`src/rtl/seg_scan_ctrl_if.sv`:
```
// Bundle between the time-keeping side (master) and the digit scan scheduler (slave).
interface seg_scan_ctrl_if;
   logic        en;
   logic        load;
   logic [15:0] digits;
   logic [3:0]  dp_mask;
   logic        lzb;
   logic [3:0]  bcd;
   logic        seg_blank;
   logic [3:0]  an_n;
   logic        dp_n;
   logic        frame_done;
   logic        upd_pending;

   modport master (
      output en, load, digits, dp_mask, lzb,
      input  bcd, seg_blank, an_n, dp_n, frame_done, upd_pending
   );

   modport slave (
      input  en, load, digits, dp_mask, lzb,
      output bcd, seg_blank, an_n, dp_n, frame_done, upd_pending
   );
endinterface

```
`src/rtl/seg_scan_ctrl.sv`:
```
// Four-digit display scan scheduler sharing one BCD-to-7-segment decoder.
// Each slot starts with an anode-off guard, then shows one digit. Digit data is
// double-buffered: loads land in staging and commit to the displayed shadow only
// at the end of a frame (or immediately while scanning is disabled).
//
//   state    | meaning
//   ---------+-------------------------------------------------------------
//   ST_GUARD | all anodes off, decoder blanked; first BLANK_CYCLES of a slot
//   ST_SHOW  | anode idx on, bcd = shadow digit idx; rest of the slot
module seg_scan_ctrl #(
   parameter int SCAN_DIV     = 50000,
   parameter int BLANK_CYCLES = 500
) (
   input logic          clk,
   input logic          rst,
   seg_scan_ctrl_if.slave bus
);

   localparam int CW = (SCAN_DIV > 2) ? $clog2(SCAN_DIV) : 1;
   localparam logic [CW-1:0] CNT_LAST  = CW'(SCAN_DIV - 1);
   localparam logic [CW-1:0] GUARD_END = CW'(BLANK_CYCLES - 1);

   typedef enum logic {ST_GUARD, ST_SHOW} state_t;

   state_t        state_q, state_d;
   logic [1:0]    idx_q, idx_d;
   logic [CW-1:0] cnt_q, cnt_d;

   logic [15:0]   stg_dig_q, stg_dig_d;
   logic [3:0]    stg_dp_q, stg_dp_d;
   logic          stg_lzb_q, stg_lzb_d;
   logic [15:0]   shd_dig_q, shd_dig_d;
   logic [3:0]    shd_dp_q, shd_dp_d;
   logic          shd_lzb_q, shd_lzb_d;
   logic          pend_q, pend_d;
   logic          fdone_q, fdone_d;

   logic [3:0]    an_n_q, an_n_d;
   logic [3:0]    bcd_q, bcd_d;
   logic          blank_q, blank_d;
   logic          dp_n_q, dp_n_d;

   logic          commit_pt;
   logic [3:0]    dig_sel;
   logic [3:0]    dig_zero;
   logic          lz_blank;

   // Next-state: slot timing, buffer commit and output decode from the next state,
   // so registered outputs line up with the state they describe.
   always_comb begin
      state_d   = state_q;
      idx_d     = idx_q;
      cnt_d     = cnt_q;
      stg_dig_d = stg_dig_q;
      stg_dp_d  = stg_dp_q;
      stg_lzb_d = stg_lzb_q;
      shd_dig_d = shd_dig_q;
      shd_dp_d  = shd_dp_q;
      shd_lzb_d = shd_lzb_q;
      pend_d    = pend_q;
      fdone_d   = 1'b0;

      commit_pt = bus.en && (state_q == ST_SHOW) && (idx_q == 2'd3) && (cnt_q == CNT_LAST);

      if (!bus.en) begin
         state_d = ST_GUARD;
         idx_d   = 2'd0;
         cnt_d   = '0;
      end else begin
         case (state_q)
            ST_GUARD: begin
               cnt_d = cnt_q + CW'(1);
               if (cnt_q == GUARD_END) state_d = ST_SHOW;
            end
            default: begin
               if (cnt_q == CNT_LAST) begin
                  cnt_d   = '0;
                  state_d = ST_GUARD;
                  idx_d   = idx_q + 2'd1;
               end else begin
                  cnt_d = cnt_q + CW'(1);
               end
            end
         endcase
      end

      // A disabled display has nothing to tear, so pending data commits at once
      // (and silently); otherwise only at the frame boundary.
      if ((commit_pt || !bus.en) && pend_q) begin
         shd_dig_d = stg_dig_q;
         shd_dp_d  = stg_dp_q;
         shd_lzb_d = stg_lzb_q;
         pend_d    = 1'b0;
         fdone_d   = commit_pt;
      end

      // Load after commit so a coincident load refills staging and keeps pending set.
      if (bus.load) begin
         stg_dig_d = bus.digits;
         stg_dp_d  = bus.dp_mask;
         stg_lzb_d = bus.lzb;
         pend_d    = 1'b1;
      end

      case (idx_d)
         2'd0:    dig_sel = shd_dig_d[3:0];
         2'd1:    dig_sel = shd_dig_d[7:4];
         2'd2:    dig_sel = shd_dig_d[11:8];
         default: dig_sel = shd_dig_d[15:12];
      endcase

      dig_zero = {shd_dig_d[15:12] == 4'd0, shd_dig_d[11:8] == 4'd0,
                  shd_dig_d[7:4] == 4'd0,   shd_dig_d[3:0] == 4'd0};

      // Digit 0 is never leading-zero blanked so an all-zero value still shows "0".
      case (idx_d)
         2'd1:    lz_blank = dig_zero[3] & dig_zero[2] & dig_zero[1];
         2'd2:    lz_blank = dig_zero[3] & dig_zero[2];
         2'd3:    lz_blank = dig_zero[3];
         default: lz_blank = 1'b0;
      endcase
      lz_blank = lz_blank & shd_lzb_d;

      bcd_d = dig_sel;
      if (state_d == ST_SHOW) begin
         an_n_d  = ~(4'b0001 << idx_d);
         blank_d = (dig_sel > 4'd9) | lz_blank;
         dp_n_d  = ~shd_dp_d[idx_d];
      end else begin
         an_n_d  = 4'b1111;
         blank_d = 1'b1;
         dp_n_d  = 1'b1;
      end
   end

   // State, buffers and registered outputs; reset aborts the frame and drops staged data.
   always_ff @(posedge clk or posedge rst) begin
      if (rst) begin
         state_q   <= ST_GUARD;
         idx_q     <= 2'd0;
         cnt_q     <= '0;
         stg_dig_q <= 16'h0000;
         stg_dp_q  <= 4'h0;
         stg_lzb_q <= 1'b0;
         shd_dig_q <= 16'h0000;
         shd_dp_q  <= 4'h0;
         shd_lzb_q <= 1'b0;
         pend_q    <= 1'b0;
         fdone_q   <= 1'b0;
         an_n_q    <= 4'b1111;
         bcd_q     <= 4'h0;
         blank_q   <= 1'b1;
         dp_n_q    <= 1'b1;
      end else begin
         state_q   <= state_d;
         idx_q     <= idx_d;
         cnt_q     <= cnt_d;
         stg_dig_q <= stg_dig_d;
         stg_dp_q  <= stg_dp_d;
         stg_lzb_q <= stg_lzb_d;
         shd_dig_q <= shd_dig_d;
         shd_dp_q  <= shd_dp_d;
         shd_lzb_q <= shd_lzb_d;
         pend_q    <= pend_d;
         fdone_q   <= fdone_d;
         an_n_q    <= an_n_d;
         bcd_q     <= bcd_d;
         blank_q   <= blank_d;
         dp_n_q    <= dp_n_d;
      end
   end

   assign bus.an_n        = an_n_q;
   assign bus.bcd         = bcd_q;
   assign bus.seg_blank   = blank_q;
   assign bus.dp_n        = dp_n_q;
   assign bus.frame_done  = fdone_q;
   assign bus.upd_pending = pend_q;

endmodule

```
`src/flat_wrapper.sv`:
```
// flat-port wrapper written by rule: the top's interface ports become plain ports
module seg_scan_ctrl_flat 
#(
   parameter int SCAN_DIV     = 50000,
   parameter int BLANK_CYCLES = 500
)
  (clk, rst, bus_en, bus_load, bus_digits, bus_dp_mask, bus_lzb, bus_bcd, bus_seg_blank, bus_an_n, bus_dp_n, bus_frame_done, bus_upd_pending);
  seg_scan_ctrl_if bus_i ();
  input logic clk;
  input logic rst;
  input wire logic [$bits(bus_i.en)-1:0] bus_en;
  input wire logic [$bits(bus_i.load)-1:0] bus_load;
  input wire logic [$bits(bus_i.digits)-1:0] bus_digits;
  input wire logic [$bits(bus_i.dp_mask)-1:0] bus_dp_mask;
  input wire logic [$bits(bus_i.lzb)-1:0] bus_lzb;
  output wire logic [$bits(bus_i.bcd)-1:0] bus_bcd;
  output wire logic [$bits(bus_i.seg_blank)-1:0] bus_seg_blank;
  output wire logic [$bits(bus_i.an_n)-1:0] bus_an_n;
  output wire logic [$bits(bus_i.dp_n)-1:0] bus_dp_n;
  output wire logic [$bits(bus_i.frame_done)-1:0] bus_frame_done;
  output wire logic [$bits(bus_i.upd_pending)-1:0] bus_upd_pending;
  assign bus_i.en = bus_en;
  assign bus_i.load = bus_load;
  assign bus_i.digits = bus_digits;
  assign bus_i.dp_mask = bus_dp_mask;
  assign bus_i.lzb = bus_lzb;
  assign bus_bcd = bus_i.bcd;
  assign bus_seg_blank = bus_i.seg_blank;
  assign bus_an_n = bus_i.an_n;
  assign bus_dp_n = bus_i.dp_n;
  assign bus_frame_done = bus_i.frame_done;
  assign bus_upd_pending = bus_i.upd_pending;
  seg_scan_ctrl #(.SCAN_DIV(SCAN_DIV), .BLANK_CYCLES(BLANK_CYCLES)) u_core (.clk(clk), .rst(rst), .bus(bus_i));
endmodule
```
`config.mk`:
```
export PLATFORM = sky130hd
export DESIGN_NAME = seg_scan_ctrl_flat
export DESIGN_NICKNAME = d
export VERILOG_FILES = /design/src/rtl/seg_scan_ctrl_if.sv /design/src/rtl/seg_scan_ctrl.sv /design/src/flat_wrapper.sv
export SDC_FILE = /design/constraint.sdc
export NUM_CORES = 1
export LEC_CHECK = 0
export ABC_AREA = 1
export ABC_CLOCK_PERIOD_IN_PS = 4700
export BUFFER_PORTS_ARGS = -buffer_cell sky130_fd_sc_hd__buf_2
export CAP_MARGIN = 20
export CORE_AREA = 8 8 91 93
export CTS_CLUSTER_SIZE = 16
export DETAILED_ROUTE_END_ITERATION = 8
export DIE_AREA = 0 0 99 101
export HOLD_SLACK_MARGIN = 0.12
export PLACE_DENSITY = 0.79
export SLEW_MARGIN = 20
export SYNTH_ARGS = -nofsm -noshare
export SYNTH_HDL_FRONTEND = slang
export SYNTH_SLANG_ARGS = --single-unit
```
`constraint.sdc`:
```
create_clock -name clk -period 4.7 [get_ports clk]
set_input_delay 0.47 -clock clk [delete_from_list [all_inputs] [get_ports clk]]
set_output_delay 0.47 -clock clk [all_outputs]
set_load 0.05 [all_outputs]
```
# After elaboration in Yosys (flattened, before gate mapping)
# Index checks and enable logic that the tools add are counted.
# word_totals
regBits	73
elab_cells	66
# op_classes
add_sub_neg	2
magnitude_cmp	2
eq_ne	6
shift	1
n_mux	23
bitwise	6
n_reduce_logical	11
# ops
operator	count
$mux 16	4
$add 16x1->16 const B	1
$eq 16x16->1 const B	1
$eq 16x9->1 const B	1
$logic_not 4->1	3
$pmux 4 s3	1
$mux 1	11
$mux 4	2
$eq 2x2->1 const B	3
$mux 2	3
$gt 4x4->1 const B	1
$logic_and 1x1->1	4
$not 4->4	1
$shl 1x2->4 const A	1
$and 1x1->1	3
$lt 2x3->1 const B	1
$pmux 1 s3	1
$add 2x1->2 const B	1
$bmux 1 s2	1
$eq 2x1->1 const B	1
$logic_not 2->1	1
$reduce_bool 2->1	1
$logic_not 1->1	1
$logic_or 1x1->1	1
other kinds (2)	2

# Logic depth before layout (Yosys ltp)
# logic_depth
word_depth	13
ltp_mapped	16
mapped_depth_nobuf	16

# Least setup slack after synthesis
# OpenSTA, ideal clock, no wires.
# synth_timing
path_type	input port to flip-flop
startpoint	in bus_en
endpoint	reg u_core.blank_q, in the netlist u_core.bus.seg_blank
setup_ns	0.097
arrival_ns	1.719
setup_slack_ns	2.884
cell_stages	12
path_buffers	2
path_cell_list	buf_2 > and3_1 > nand3_1 > nand2_2 > nand2_4 > buf_6 > o21ai_1 > nor2_1 > nor2_2 > nand2_1 > nand2_1 > nand3_1
# synth_via
elab_chain_cells	13
word_cells_on_any_way	25
cone_classes	order compare: 1; eq/ne: 3; mux: 7; bitwise: 4; reduce/logical: 10
# synth_rtl
item	line_no	source
start: declaration	flat_wrapper.sv:11	input wire logic [$bits(bus_i.en)-1:0] bus_en;
$logic_and 1x1->1 (3 in a row)	seg_scan_ctrl.sv:63	commit_pt = bus.en && (state_q == ST_SHOW) && (idx_q == 2'd3) && (cnt_q == CNT_LAST);
$logic_or 1x1->1	seg_scan_ctrl.sv:89	if ((commit_pt || !bus.en) && pend_q) begin
$logic_and 1x1->1	seg_scan_ctrl.sv:89	
$mux 16	seg_scan_ctrl.sv:89	
$logic_not 4->1	seg_scan_ctrl.sv:112	dig_zero = {shd_dig_d[15:12] == 4'd0, shd_dig_d[11:8] == 4'd0,
$and 1x1->1	seg_scan_ctrl.sv:117, seg_scan_ctrl.sv:118	
$and 1x1->1	seg_scan_ctrl.sv:117	2'd1: lz_blank = dig_zero[3] & dig_zero[2] & dig_zero[1];
$pmux 1 s3	seg_scan_ctrl.sv:116	case (idx_d)
$and 1x1->1	seg_scan_ctrl.sv:122	lz_blank = lz_blank & shd_lzb_d;
$or 1x1->1	seg_scan_ctrl.sv:127	blank_d = (dig_sel > 4'd9) | lz_blank;
$mux 1 (*)	seg_scan_ctrl.sv:125	if (state_d == ST_SHOW) begin
via u_core.blank_d	seg_scan_ctrl.sv:40	logic blank_q, blank_d;
end signal: assignment	seg_scan_ctrl.sv:168	blank_q <= blank_d;
end: declaration	seg_scan_ctrl.sv:40	
# The timed path passes the listed nets; every way through them passes the cells marked *.
# A chain may end at the register's enable or synchronous reset.

# Worst setup path in the final report
# layout_timing
startpoint	reg u_core.cnt_q[0]
endpoint	reg u_core.blank_q, in the netlist u_core.bus.seg_blank
# layout_via
word_cells_on_any_way	29
cone_classes	order compare: 1; eq/ne: 5; mux: 12; bitwise: 4; reduce/logical: 7
# layout_rtl
item	line_no	source
start: declaration	seg_scan_ctrl.sv:27	logic [CW-1:0] cnt_q, cnt_d;
start signal: assignment	seg_scan_ctrl.sv:157	cnt_q <= cnt_d;
$eq 16x16->1	seg_scan_ctrl.sv:63	
$logic_and 1x1->1	seg_scan_ctrl.sv:63	
$logic_or 1x1->1	seg_scan_ctrl.sv:89	
$logic_and 1x1->1	seg_scan_ctrl.sv:89	
$mux 16	seg_scan_ctrl.sv:89	
via u_core.shd_dig_d[7]	seg_scan_ctrl.sv:32	logic [15:0] shd_dig_q, shd_dig_d;
$pmux 4 s3	seg_scan_ctrl.sv:105	case (idx_d)
via u_core.bcd_d[3]	seg_scan_ctrl.sv:39	logic [3:0] bcd_q, bcd_d;
$gt 4x4->1	seg_scan_ctrl.sv:127	
$or 1x1->1	seg_scan_ctrl.sv:127	
$mux 1	seg_scan_ctrl.sv:125	
via u_core.blank_d	seg_scan_ctrl.sv:40	
# The timed path passes the listed nets, and every way through them passes these cells.

==> flow_summary.yaml <==
floorplanning:
  start_util: 0.477
  ios: 37
  die-area_sq_um: 10000
  dieHeight_um: 101
  coreArea_sq_um: 6940
  die_w_um: 99
  std_cell_rows: 31
grt:
  gr-total-overflow: 0
  grt_pass1_wl_um: 11400
  grt_start_max_net_pins: 74
  gr-usage-all-layers: 0.143
  antenna_found_initial: 0
  grt_pass1_vias: 2510
power_and_ir_drop:
  finalPower_uw: 1360
  p_per_area_nw_per_um2: 362
  power.leakage_uw: 0.00181
  ir_worst_vdd_v: 0.000163
layout:
  n_fill_cell: 599
  antenna_cells: 0
  nNetsFinal: 437
  drive_above_1_share: 0.253
  fin_util: 0.541
  area_delta_synth_final_pct: 13.3
critical_path:
  crit_path_max_fanout: 33
  worstRegToRegCells: 13
  r2r_slack_ns: 2.37
  cp-start-kind: "register"
  critPathKind: "reg -> reg"
  r2r_end: "u_core.bus.seg_blank"
  rr_startpoint: "u_core.cnt_q[0]"
  endpoint_kind: "register"
  cp.required_ns: 4.98
  cp_data_arrival_time_ns: 2.61
timing:
  tightest_slew_ns: 0.888
  skew_ns: 0.0115
  finalCriticalPeriod_ns: 2.33
  fin_crit_sh: 0.495
  fmax_ghz: 0.430
  rsz0062_at_grt: "no"
  drv_slew: 0
  slew_headroom: 0.408
  tns_ns: 0
  setup_viol: 0
  finalHoldViolations: 0
  worst_slack_ns: 2.37
logic_synthesis:
  synth_top_area_cell: "dfrtp_1"
  yosys_register_bits: 73
  synth_cell_type_count: 33
  yosysWarnings: 0
  syn_area_sq_um: 3310
  syn_nets: 398
  syn_area_per_cell_sq_um: 8.93
  yosys-top-cells-count: "nand2_1 (82), dfrtp_1 (67), inv_1 (46)"
  ys_dominant_reg_cell: "dfrtp_1"
  yosysSeqAreaShare: 0.553
  synth_async_sr_flop_share: 1.00
  syn_inst: 371
  synth_area_leaders: "dfrtp_1 (51%), nand2_1 (9.3%), inv_1 (5.2%), dfstp_2 (4.8%), mux2_2 (4.4%)"
  post-synth-top-count-cell: "nand2_1"
  synth_edf_count: 0
  synth_top_area_share: 0.506
clocking:
  path_clk_slew_ns: 0.08
  post_cts_buffers: 0
  cts_tree: "done"
  clkSinkCount: 73
  insertion_delay_ns: 0.35
  cts_hold_buffers: 0
  root_buffer: "clkbuf_8"
  clockBufferDepth: 2
  cts_max_level: 3
  cts_resized: 0
  numCtsBuffers: 9
placement:
  place_congestion: 0.891
  hpwlAfterDp_um: 4730
  portBuffers: 36
  dp_slack_ns: 2.42
routing:
  routedWlPerCell_um: 13.1
  drtIter0Drc: 172
  drt-pass1-iter-count: 4
  vias: 2478
  routed_wl_um: 6520
  vias_per_cell: 4.99
  ant_nets: 0
  drc_errors: 0
hold_path:
  min-delay-start: "bus_digits[0]"
  min_to: "u_core.stg_dig_q[0]"
  hold_path_depth: 3
  min_path_type: "in -> reg"
outcome:
  status: "completed"
job:
  maxCapViolCount: 0
[per-stage QoR]
| step | instances | hold slack [ns] | instance area (sq um) |
|---|---|---|---|
| floorplan | 371 | 0.433 | 3310 |
| finish | 497 | 0.321 | 3750 |
| global placement | 481 | 0.444 | 3550 |
| CTS | 497 | 0.307 | 3750 |
| global route | 497 | 0.308 | 3750 |
| detailed placement | 481 | 0.451 | 3550 |
[worst max path at each step]
stage                               start                   end  slack [ns]  depth (start not counted)
after floorplan                       rst     u_core.bus.bcd[0]        2.39                          1
after global placement    u_core.cnt_q[0]  u_core.bus.seg_blank        2.52                         14
after detailed placement  u_core.cnt_q[0]  u_core.bus.seg_blank        2.42                         13
after global routing      u_core.cnt_q[0]  u_core.bus.seg_blank        2.13                         13
final                     u_core.cnt_q[0]  u_core.bus.seg_blank        2.37                         13
after CTS                 u_core.cnt_q[0]  u_core.bus.seg_blank        2.38                         13
[layout by cell type (no fill, tap or decap), drive strengths merged]
cell,count
a211oi,1
a21oi,11
a31oi,1
and3,1
buf,37
bufinv,1
clkbuf,9
clkinv,2
clkinvlp,3
dfrtp,67
dfstp,6
ha,2
inv,52
mux2,13
nand2,93
nand3,28
nand4,3
nor2,45
nor3,9
nor3b,1
nor4,1
o21a,1
o21ai,24
o21bai,1
o22ai,1
xor2,2
[critical path, cell delays in order (launching register included)]
cell     delay, ns
dfrtp_1       0.37
ha_1          0.24
nand3_2       0.16
nor2_1        0.13
nand3_1       0.09
nand2_2       0.23
nand2_4       0.27
o21ai_1       0.28
nand2_1       0.08
nand2_1       0.09
nor2_1        0.06
nor2_2        0.11
nand2_1       0.06
nand3_1       0.07
[cell type report]
type                            count  area, sq um  area share
Inverter                           51          191      0.0510
Clock inverter                      7         78.8      0.0210
Tap cell                           82          103      0.0273
Multi-Input combinational cell    238         1240       0.329
Clock buffer                        9          124      0.0330
Timing Repair Buffer               37          188      0.0500
Sequential cell                    73         1830       0.489
[routing by layer]
layer	up-vias	routed length (um)	GRT usage
met5	-	0	0
met4	0	183	0.0956
met3	17	307	0.0318
met2	71	2890	0.215
met1	1137	3140	0.182
li1	1253	-	-
[kinds of logic (layout without fill, tap and decap cells)]
kind of cell,Yosys count,after routing,share of synthesized area
buffers and inverters,60,104,0.0736
xor gates and xnor gates,2,2,0.00529
AOI/OAI and AO/OA,40,40,0.0657
muxes,13,13,0.0442
adders and majority gates,2,2,0.00755
and+or+nand+nor,181,181,0.250
DFF,73,73,0.553
[where the power goes]
part	internal, uW	switching, uW
Clock	248	244
Combinational	53.6	109
Sequential	680	23.1
Total	982	376
[flip-flops by register name, summed over array words and instances (netlist names), 2 cells and up]
register,flops
u_core.stg_dp_q,4
u_core.stg_dig_q,16
u_core.idx_q,2
u_core.bus.bcd,4
u_core.shd_dp_q,4
u_core.cnt_q,16
u_core.shd_dig_q,16
u_core.bus.an_n,4
Note: power is estimated with default switching activity, not from simulation.
